**src/rtl/bcd_conv_pkg.sv**
```systemverilog
// Shared types and constants for the reverse double-dabble BCD-to-binary converter.
package bcd_conv_pkg;

   typedef logic [3:0] bcd_digit_t;

   typedef enum logic [1:0] {
      IDLE,
      SHIFT,
      DONE
   } state_t;

   localparam int         BCD_DIGITS = 4;
   localparam int         BCD_SHIFTS = 14;
   localparam bcd_digit_t BCD_CORR   = 4'd3;
   localparam bcd_digit_t BCD_THRESH = 4'd8;

endpackage

```
**src/rtl/bcd_digit_correct.sv**
```systemverilog
// Per-digit correction after a right shift: digits >= 8 lose 3 (pure combinational).
module bcd_digit_correct
   import bcd_conv_pkg::*;
(
   input  bcd_digit_t digit_i,
   output bcd_digit_t digit_o
);

   // A value >= 8 means a bit worth 10 arrived from the digit above; halved it is worth 5, not 8.
   assign digit_o = (digit_i >= BCD_THRESH) ? digit_i - BCD_CORR : digit_i;

endmodule

```
**src/rtl/bcd_to_binary_big.sv**
```systemverilog
// Sequential 4-digit BCD to 16-bit binary converter, SHIFTS+2 cycle latency, start ignored while busy.
// Optional BCD_INVALID_CHECK_EN adds bcd_err and short-circuits conversion of non-decimal digits.
module bcd_to_binary_big
   import bcd_conv_pkg::*;
#(
   parameter int DIGITS = BCD_DIGITS,
   parameter int OUT_W  = 16,
   parameter int SHIFTS = BCD_SHIFTS
)
(
   input  logic             clk,
   input  logic             rst,
   input  logic             start,
   input  logic [3:0]       thousands,
   input  logic [3:0]       hundreds,
   input  logic [3:0]       tens,
   input  logic [3:0]       ones,
   output logic             busy,
   output logic             done,
`ifdef BCD_INVALID_CHECK_EN
   output logic             bcd_err,
`endif
   output logic [OUT_W-1:0] sixteen_bit_value
);

   localparam int BW    = 4 * DIGITS;
   localparam int CNT_W = $clog2(SHIFTS + 1);

   state_t              state_q, state_d;
   logic [BW-1:0]       bcd_q, bcd_d;
   logic [SHIFTS-1:0]   bin_q, bin_d;
   logic [CNT_W-1:0]    cnt_q, cnt_d;
   logic [OUT_W-1:0]    val_q, val_d;
   logic                done_q, done_d;

   logic [BW-1:0]        bcd_in;
   logic [BW+SHIFTS-1:0] shifted;
   logic [BW-1:0]        bcd_corr;

   assign bcd_in  = BW'({thousands, hundreds, tens, ones});
   assign shifted = {bcd_q, bin_q} >> 1;

   for (genvar g = 0; g < DIGITS; g++) begin : g_corr
      bcd_digit_correct u_corr (
         .digit_i (shifted[SHIFTS + 4*g +: 4]),
         .digit_o (bcd_corr[4*g +: 4])
      );
   end

`ifdef BCD_INVALID_CHECK_EN
   logic in_invalid;
   logic err_q, err_d;
   logic bcd_err_q, bcd_err_d;

   assign in_invalid = (thousands > 4'd9) || (hundreds > 4'd9) ||
                       (tens > 4'd9) || (ones > 4'd9);
   assign bcd_err    = bcd_err_q;
`endif

   always_comb begin
      state_d = state_q;
      bcd_d   = bcd_q;
      bin_d   = bin_q;
      cnt_d   = cnt_q;
      val_d   = val_q;
      done_d  = 1'b0;
`ifdef BCD_INVALID_CHECK_EN
      err_d     = err_q;
      bcd_err_d = 1'b0;
`endif
      case (state_q)
         IDLE: begin
            if (start) begin
               bcd_d   = bcd_in;
               bin_d   = '0;
               cnt_d   = '0;
               state_d = SHIFT;
`ifdef BCD_INVALID_CHECK_EN
               err_d = in_invalid;
               if (in_invalid) state_d = DONE;
`endif
            end
         end
         SHIFT: begin
            bcd_d = bcd_corr;
            bin_d = shifted[SHIFTS-1:0];
            cnt_d = cnt_q + CNT_W'(1);
            if (cnt_q == CNT_W'(SHIFTS - 1)) state_d = DONE;
         end
         DONE: begin
            val_d   = OUT_W'(bin_q);
            done_d  = 1'b1;
            state_d = IDLE;
`ifdef BCD_INVALID_CHECK_EN
            bcd_err_d = err_q;
            if (err_q) val_d = '0;
`endif
         end
         default: state_d = IDLE;
      endcase
   end

   always_ff @(posedge clk) begin
      if (rst) begin
         state_q <= IDLE;
         bcd_q   <= '0;
         bin_q   <= '0;
         cnt_q   <= '0;
         val_q   <= '0;
         done_q  <= 1'b0;
`ifdef BCD_INVALID_CHECK_EN
         err_q     <= 1'b0;
         bcd_err_q <= 1'b0;
`endif
      end else begin
         state_q <= state_d;
         bcd_q   <= bcd_d;
         bin_q   <= bin_d;
         cnt_q   <= cnt_d;
         val_q   <= val_d;
         done_q  <= done_d;
`ifdef BCD_INVALID_CHECK_EN
         err_q     <= err_d;
         bcd_err_q <= bcd_err_d;
`endif
      end
   end

   assign busy              = (state_q != IDLE);
   assign done              = done_q;
   assign sixteen_bit_value = val_q;

endmodule
```
**config.mk**
```make
export PLATFORM = sky130hd
export DESIGN_NAME = bcd_to_binary_big
export DESIGN_NICKNAME = d
export VERILOG_FILES = /design/src/rtl/bcd_conv_pkg.sv /design/src/rtl/bcd_digit_correct.sv /design/src/rtl/bcd_to_binary_big.sv
export SDC_FILE = /design/constraint.sdc
export NUM_CORES = 1
export LEC_CHECK = 0
export ABC_AREA = 0
export CAP_MARGIN = 20
export CORE_UTILIZATION = 25
export DETAILED_ROUTE_END_ITERATION = 6
export GPL_ROUTABILITY_DRIVEN = 0
export HOLD_SLACK_MARGIN = 0.08
export PLACE_DENSITY = 0.54
export SKIP_LAST_GASP = 1
export SYNTH_ARGS = -nofsm -noshare
export SYNTH_HDL_FRONTEND = slang
export SYNTH_SLANG_ARGS = --single-unit
```
**constraint.sdc**
```tcl
create_clock -name clk -period 3 [get_ports clk]
set_clock_uncertainty 0.1 [all_clocks]
set_input_delay 0.6 -clock clk [delete_from_list [all_inputs] [get_ports clk]]
set_output_delay 0.6 -clock clk [all_outputs]
set_load 0.01 [all_outputs]
```
==> reports/qor.csv <==
stage;metric;value;unit
run_status;status;finished clean;
sta;highest clock rate;391;MHz
sta;fin crit period;2.56;ns
placement;DP Cell Count;386;
clocking;CTS tree;done;
sta;RSZ-0062 raised after global routing;no;
global_route;initial antenna violation count;0;
synthesis;top cell type's share of synthesized area;0.452;
setup_path;CP Capture Type;output pin;
layout;layout cells sized above 1;0.0664;
routing;Routed WL;5170;µm
synthesis;FFs w/ async S/R, synth;0;
synthesis;post-synthesis area per instance;8.72;µm²
setup_path;CP cell instances;inv_1, nand2_1, clkdlybuf4s50_1;
placement;IO buf count;34;
layout;FF+latch area;0.00102;mm²
routing;post-route ant nets;0;
placement;pre-CTS setup slack;0.767;ns
floorplanning;Die Ht;97.1;µm
layout;Multi-input gate area;0.00109;mm²
setup_path;WP data required;2.30;ns
floorplanning;Die W;97.1;µm
clocking;H-Tree Depth;2;
synthesis;top cells by area, synth;dfxtp_1 45%, nand2_1 6.6%, a21oi_1 5.5%;
layout;n_diodes;0;
setup_path;CP max stage cell;dfxtp_1;
floorplanning;number of cell rows;34;
synthesis;synth cell count leaders;51 x dfxtp_1, 40 x nand2_1, 25 x a21oi_1, 17 x nor2_1, 14 x a22o_1;
global_route;largest net degree at the start of global routing;30;
clocking;CTS Buffer Depth;2;
setup_path;FF-to-FF path depth;3;
layout;final net count;312;
global_route;global-route wire length before repair;8940;µm
clocking;Hold-fix buffers, CTS;0;
placement;final HPWL from detailed placement;3540;µm
layout;Filler cells;910;
routing;via count;1848;
sta;Slew headroom;0.568;
flow_run;Max-Cap Viols;0;
floorplanning;IO Count;37;
sta;fin worst setup slack;0.445;ns
global_route;vias in the first global route;1798;
sta;hold_ws;0.353;ns
setup_path;Worst Path Arrival;1.86;ns
synthesis;Primary FF master, synth;dfxtp_1;
sta;Slew Limit Fails;0;
worst_hold_path;Worst Hold Class;reg2reg;
synthesis;post-synthesis sequential area ratio;0.452;
layout;Post-Layout Cell Count;394;
layout;design area;0.00278;mm²
synthesis;post-synthesis cell type count;42;
setup_path;critical path fanouts, max;18;
synthesis;Post-Syn Area;0.00226;mm²
routing;Initial DRT Pass Iterations;4;
synthesis;EDFF count, synth;0;
synthesis;cells after synthesis;259;
floorplanning;die area;0.00942;mm²
floorplanning;Core ar.;0.00872;mm²
power_and_ir_drop;PwrDens;492;mW/mm²
global_route;Overall Global Routing Usage;0.117;
synthesis;count leader, synth;dfxtp_1;
clocking;clk sinks;51;
sta;Final period util;0.852;
clocking;post-CTS setup buffers;0;
sta;setup_tns;0;ns
setup_path;CP peak stage delay;0.74;ns
synthesis;Synth warnings;0;
worst_hold_path;Hold Path Depth;2;
layout;Layout Area Growth over Synthesis;23.1;%
synthesis;synthesized flop and latch total;51;
placement;DP Area;0.00267;mm²
sta;Final Hold Fails;0;
clocking;Clock Latency Late Sink;0.31;ns
routing;DR WL/cell;13.1;µm
clocking;clk slew on worst S/H paths;0.10;ns
clocking;post-CTS resize count;0;
setup_path;WS Path Type;reg2out;
global_route;GRT Residual Overflow;0;
clocking;Root Buffer;clkbuf_8;
clocking;CTS Buf Count;5;
power_and_ir_drop;Worst IR Drop VDD;160;µV
floorplanning;Initial Util;0.259;
synthesis;Yosys top cell by area;dfxtp_1;
routing;Vias/cell;4.69;
setup_path;crit path launch type;flip-flop;
sta;# setup viols final;0;
routing;DRC;0;
sta;Worst-Margin Slew;0.647;ns
routing;drt first-iter violations;87;
power_and_ir_drop;Leakage;1.01;nW
-- registers in the layout (all words and copies together), names as in the netlist --
register and flops:
bcd_q 16, bin_q 14, cnt_q 4, done 1
sixteen_bit_value 14, state_q 2
-- cells by family (layout without fill, tap and decap cells) --
group | count (synthesis) | after routing | synth area share
DFF | 51 | 51 | 0.452
muxes | 2 | 2 | 0.00941
buffers and inverters | 31 | 57 | 0.0653
AOI/OAI and AO/OA | 81 | 81 | 0.247
xor gates and xnor gates | 6 | 6 | 0.0233
adders and majority gates | 8 | 8 | 0.0443
and+or+nand+nor | 79 | 79 | 0.157
other | 1 | 2 | 0.00166
-- layout make-up --
class / count / area share
Timing Repair Buffer: 39 / 0.136
Clock buffer: 5 / 0.0247
Clock inverter: 3 / 0.0166
Multi-Input combinational cell: 178 / 0.394
Inverter: 10 / 0.0135
Sequential cell: 51 / 0.367
Tap cell: 108 / 0.0486
-- placed cells by master (no fill, tap or decap), drive strengths merged, types with 2 or more instances in the layout --
cell / instances
nand2: 40
a2111oi: 2
a22o: 14
o21bai: 2
xnor2: 4
nand2b: 5
a21oi: 25
a31o: 2
conb: 2
inv: 11
a221oi: 3
and2b: 3
a211oi: 5
xor2: 2
nor2: 19
clkdlybuf4s50: 34
buf: 5
a22oi: 5
o221ai: 2
o21ai: 9
and3: 2
clkbuf: 5
nand3: 2
ha: 8
dfxtp: 51
nor2b: 4
o22ai: 6
a2bb2oi: 2
-- per-layer routing --
metal / part of all wire / global-route usage / routed length (µm) / up-vias
met1: 0.51 / 0.163 / 2630 / 859
li1: - / - / - / 951
met2: 0.44 / 0.174 / 2260 / 30
met4: 0.015 / 0.0448 / 78 / 0
met3: 0.038 / 0.0266 / 197 / 8
met5: 0 / 0 / 0 / -
-- metrics by stage --
step            util  total power [W]
6_report       0.319          0.00137
3_5_place_dp   0.306         0.000891
3_3_place_gp   0.306         0.000888
5_1_grt        0.319          0.00144
2_1_floorplan      -         0.000839
4_1_cts        0.319          0.00139
-- critical path: cells and delay by family (launching register included) --
kind / cells / cell delay [ns]
flip-flops: 1 / 0.74
buffers and inverters: 2 / 0.68
AND/OR/NAND/NOR: 1 / 0.13
-- worst paths after layout --
kind / from / endpoint / slack, ns
worst min-delay path: bin_q[0] / sixteen_bit_value[0] / 0.35
worst max-delay path: state_q[0] / busy / 0.44
worst max register to register: state_q[0] / state_q[1] / 0.97
worst min register to register: bin_q[0] / sixteen_bit_value[0] / 0.35
-- where the power goes --
| group | switching, W | total (W) | internal (W) | leakage [nW] |
|---|---|---|---|---|
| Sequential | 0.0000291 | 0.000726 | 0.000697 | 0.415 |
| Clock | 0.000241 | 0.000493 | 0.000251 | 0.0548 |
| Combinational | 0.0000744 | 0.000148 | 0.0000737 | 0.544 |
Note: power is estimated with default switching activity, not from simulation.
==> RTL change, RTL diff (config.mk and constraints unchanged) <==
Remove the register `done_q`: a continuous assignment takes its place, so the output `done` follows one clock earlier.
--- a/src/rtl/bcd_to_binary_big.sv
+++ b/src/rtl/bcd_to_binary_big.sv
@@ -109,3 +109,2 @@
          val_q   <= '0;
-         done_q  <= 1'b0;
 `ifdef BCD_INVALID_CHECK_EN
@@ -120,3 +119,2 @@
          val_q   <= val_d;
-         done_q  <= done_d;
 `ifdef BCD_INVALID_CHECK_EN
@@ -128,2 +126,4 @@
 
+   assign done_q = done_d;
+
    assign busy              = (state_q != IDLE);
Check against the original RTL: no difference found for any inputs over 10 cycles, from zero or initial values and one cycle with rst high; that may be too few to reach the edited logic, so the function may still have changed.
==> RTL change against the original RTL <==
  * Setup slack better by 55 ps
  * Area after synthesis decreased by 0.28%
  * Routed wire length is 1.8% lower
  * Final area is 0.54% higher
  * Power increased by 0.30%
  * Final cell count down 0.25%
  * Sequential cell count fell by 1
  * Utilization increased by 0.17 points
  * Critical path type unchanged
  * Largest power group unchanged
==> RTL change: results (changes against the original RTL) <==
clock tree buffer depth - 2 (unchanged)
GR Util met2 - 16.4% (-0.98 points)
met1 usage - 16.9% (+0.60 points)
maximum vdd drop - 0.212 mV (+33%)
GRT Util Overall - 11.5% (-0.17 points)
Worst-Skew Late Latency - 310 ps (about the same)
routed len/inst - 12.9 um (-1.5%)
most common library cells after synthesis - dfxtp_1 (50), nand2_1 (38), a21oi_1 (27)
H-tree depth - 2 (unchanged)
ANT cells - 0 (unchanged)
sequential share of the synthesized area - 44.4% (-0.76 points)
post-synthesis cell type count - 40 (-4.8%)
Max FO, Critical Path - 15 (-3)
Most flops, register - bcd_q
first-pass GRT wire length - 8730 um (-2.4%)
vias in the first global route - 1733 (-3.6%)
post-synthesis async set-or-reset flop share - 0% (unchanged)
vias per inst - 4.61 (-1.8%)
fraction of final layout cells sized beyond drive strength 1 - 10.2% (+3.5 points)
cts bufs inserted - 5 (unchanged)
Pleak - 0.00102 uW (+0.36%)
Area contributors post-synth - dfxtp_1 (44%), nand2_1 (6.3%), a21oi_1 (6.0%)
clock transition at the registers of the reported paths - 100 ps (about the same)
Nets - 311 (-0.32%)
largest net degree at the start of global routing - 25 (-17%)
final-layout fill cell count - 897 (-1.4%)
Iter 0 DRT Violations - 92 (+5.7%)
clk root buf - clkbuf_8
DRT Pass-1 Iters - 4 (unchanged)
Port Buffer Count - 34 (unchanged)
met3 usage - 2.46% (-0.21 points)
Slew headroom - 62.7% (+5.9 points)
Placement Cell Area - 2680 um2 (+0.47%)
Final HPWL DP - 3480 um (-1.8%)
Sw Share - 25.7% (+0.52 points)
status - complete, no violations
Main synth FF type - dfxtp_1
-- RTL change: cell count changes in the layout (fill, tap and decap cells not counted), sizes merged, moves of 3 or more --
cell   unedited run  this run
o21ai             9         4
nor3              0         4
buf               5         8
o21ba             0         3
-- RTL change: power groups by stage --
stage / Combinational, uW / Sequential, uW / Clock [uW]
6_report: 165 / 708 / 499
5_1_grt: 185 / 712 / 546
4_1_cts: 166 / 708 / 515
3_5_place_dp: 165 / 723 / 0
3_3_place_gp: 161 / 722 / 0
2_1_floorplan: 115 / 717 / 0
-- RTL change: per-stage QoR --
step / hold WS [ps] / util, % / power, uW / std cells / worst slack, ps
2_1_floorplan: 319 / - / 832 / 254 / 1460
3_3_place_gp: 348 / 30.7 / 884 / 385 / 815
3_5_place_dp: 347 / 30.7 / 888 / 385 / 776
4_1_cts: 362 / 32.1 / 1390 / 393 / 473
5_1_grt: 381 / 32.1 / 1440 / 393 / 359
6_report: 360 / 32.1 / 1370 / 393 / 500
-- RTL change: cells by family after synthesis --
kind of cell | Yosys count | share of synthesized area [%]
multiplexers | 2 | 0.944
AND/OR/NAND/NOR | 78 | 15.4
adder cells (fa/ha/maj) | 8 | 4.44
XOR/XNOR | 6 | 2.33
AO/OA/AOI/OAI | 79 | 25.5
flip-flops | 50 | 44.4
buffers and inverters | 29 | 6.72
other | 1 | 0.166
-- RTL change: critical path, stage by stage (launching register included) --
cell	delay (ps)
dfxtp_1	330
inv_2	230
nand2_1	130
inv_2	220
clkdlybuf4s50_1	580
-- RTL change: worst paths after layout --
| path | from | to | slack (ps) | cells past startpoint |
|---|---|---|---|---|
| worst max-delay path | state_q[0] | done | 500 | 4 |
| worst min-delay path | sixteen_bit_value[2] | sixteen_bit_value[2] | 360 | 2 |
| worst max register to register | state_q[1] | bin_q[10] | 1240 | 4 |
| worst min register to register | sixteen_bit_value[2] | sixteen_bit_value[2] | 360 | 2 |
-- RTL change: final cells by class --
type | instances | area (um2) | share of cell area, %
multi-input combinational | 175 | 1100 | 39.5
tap | 108 | 135 | 4.83
clock buffer | 5 | 68.8 | 2.46
timing repair buffer | 42 | 400 | 14.3
sequential | 50 | 1000 | 35.8
inverter | 10 | 37.5 | 1.34
clock inverter | 3 | 48.8 | 1.74
-- RTL change: routing by layer --
layer	vias to the layer above	share of wire [%]	wire [um]
met3	5	4.4	221
met4	0	1.1	55
li1	939	-	-
met1	832	53	2690
met2	34	42	2110
met5	-	0	0
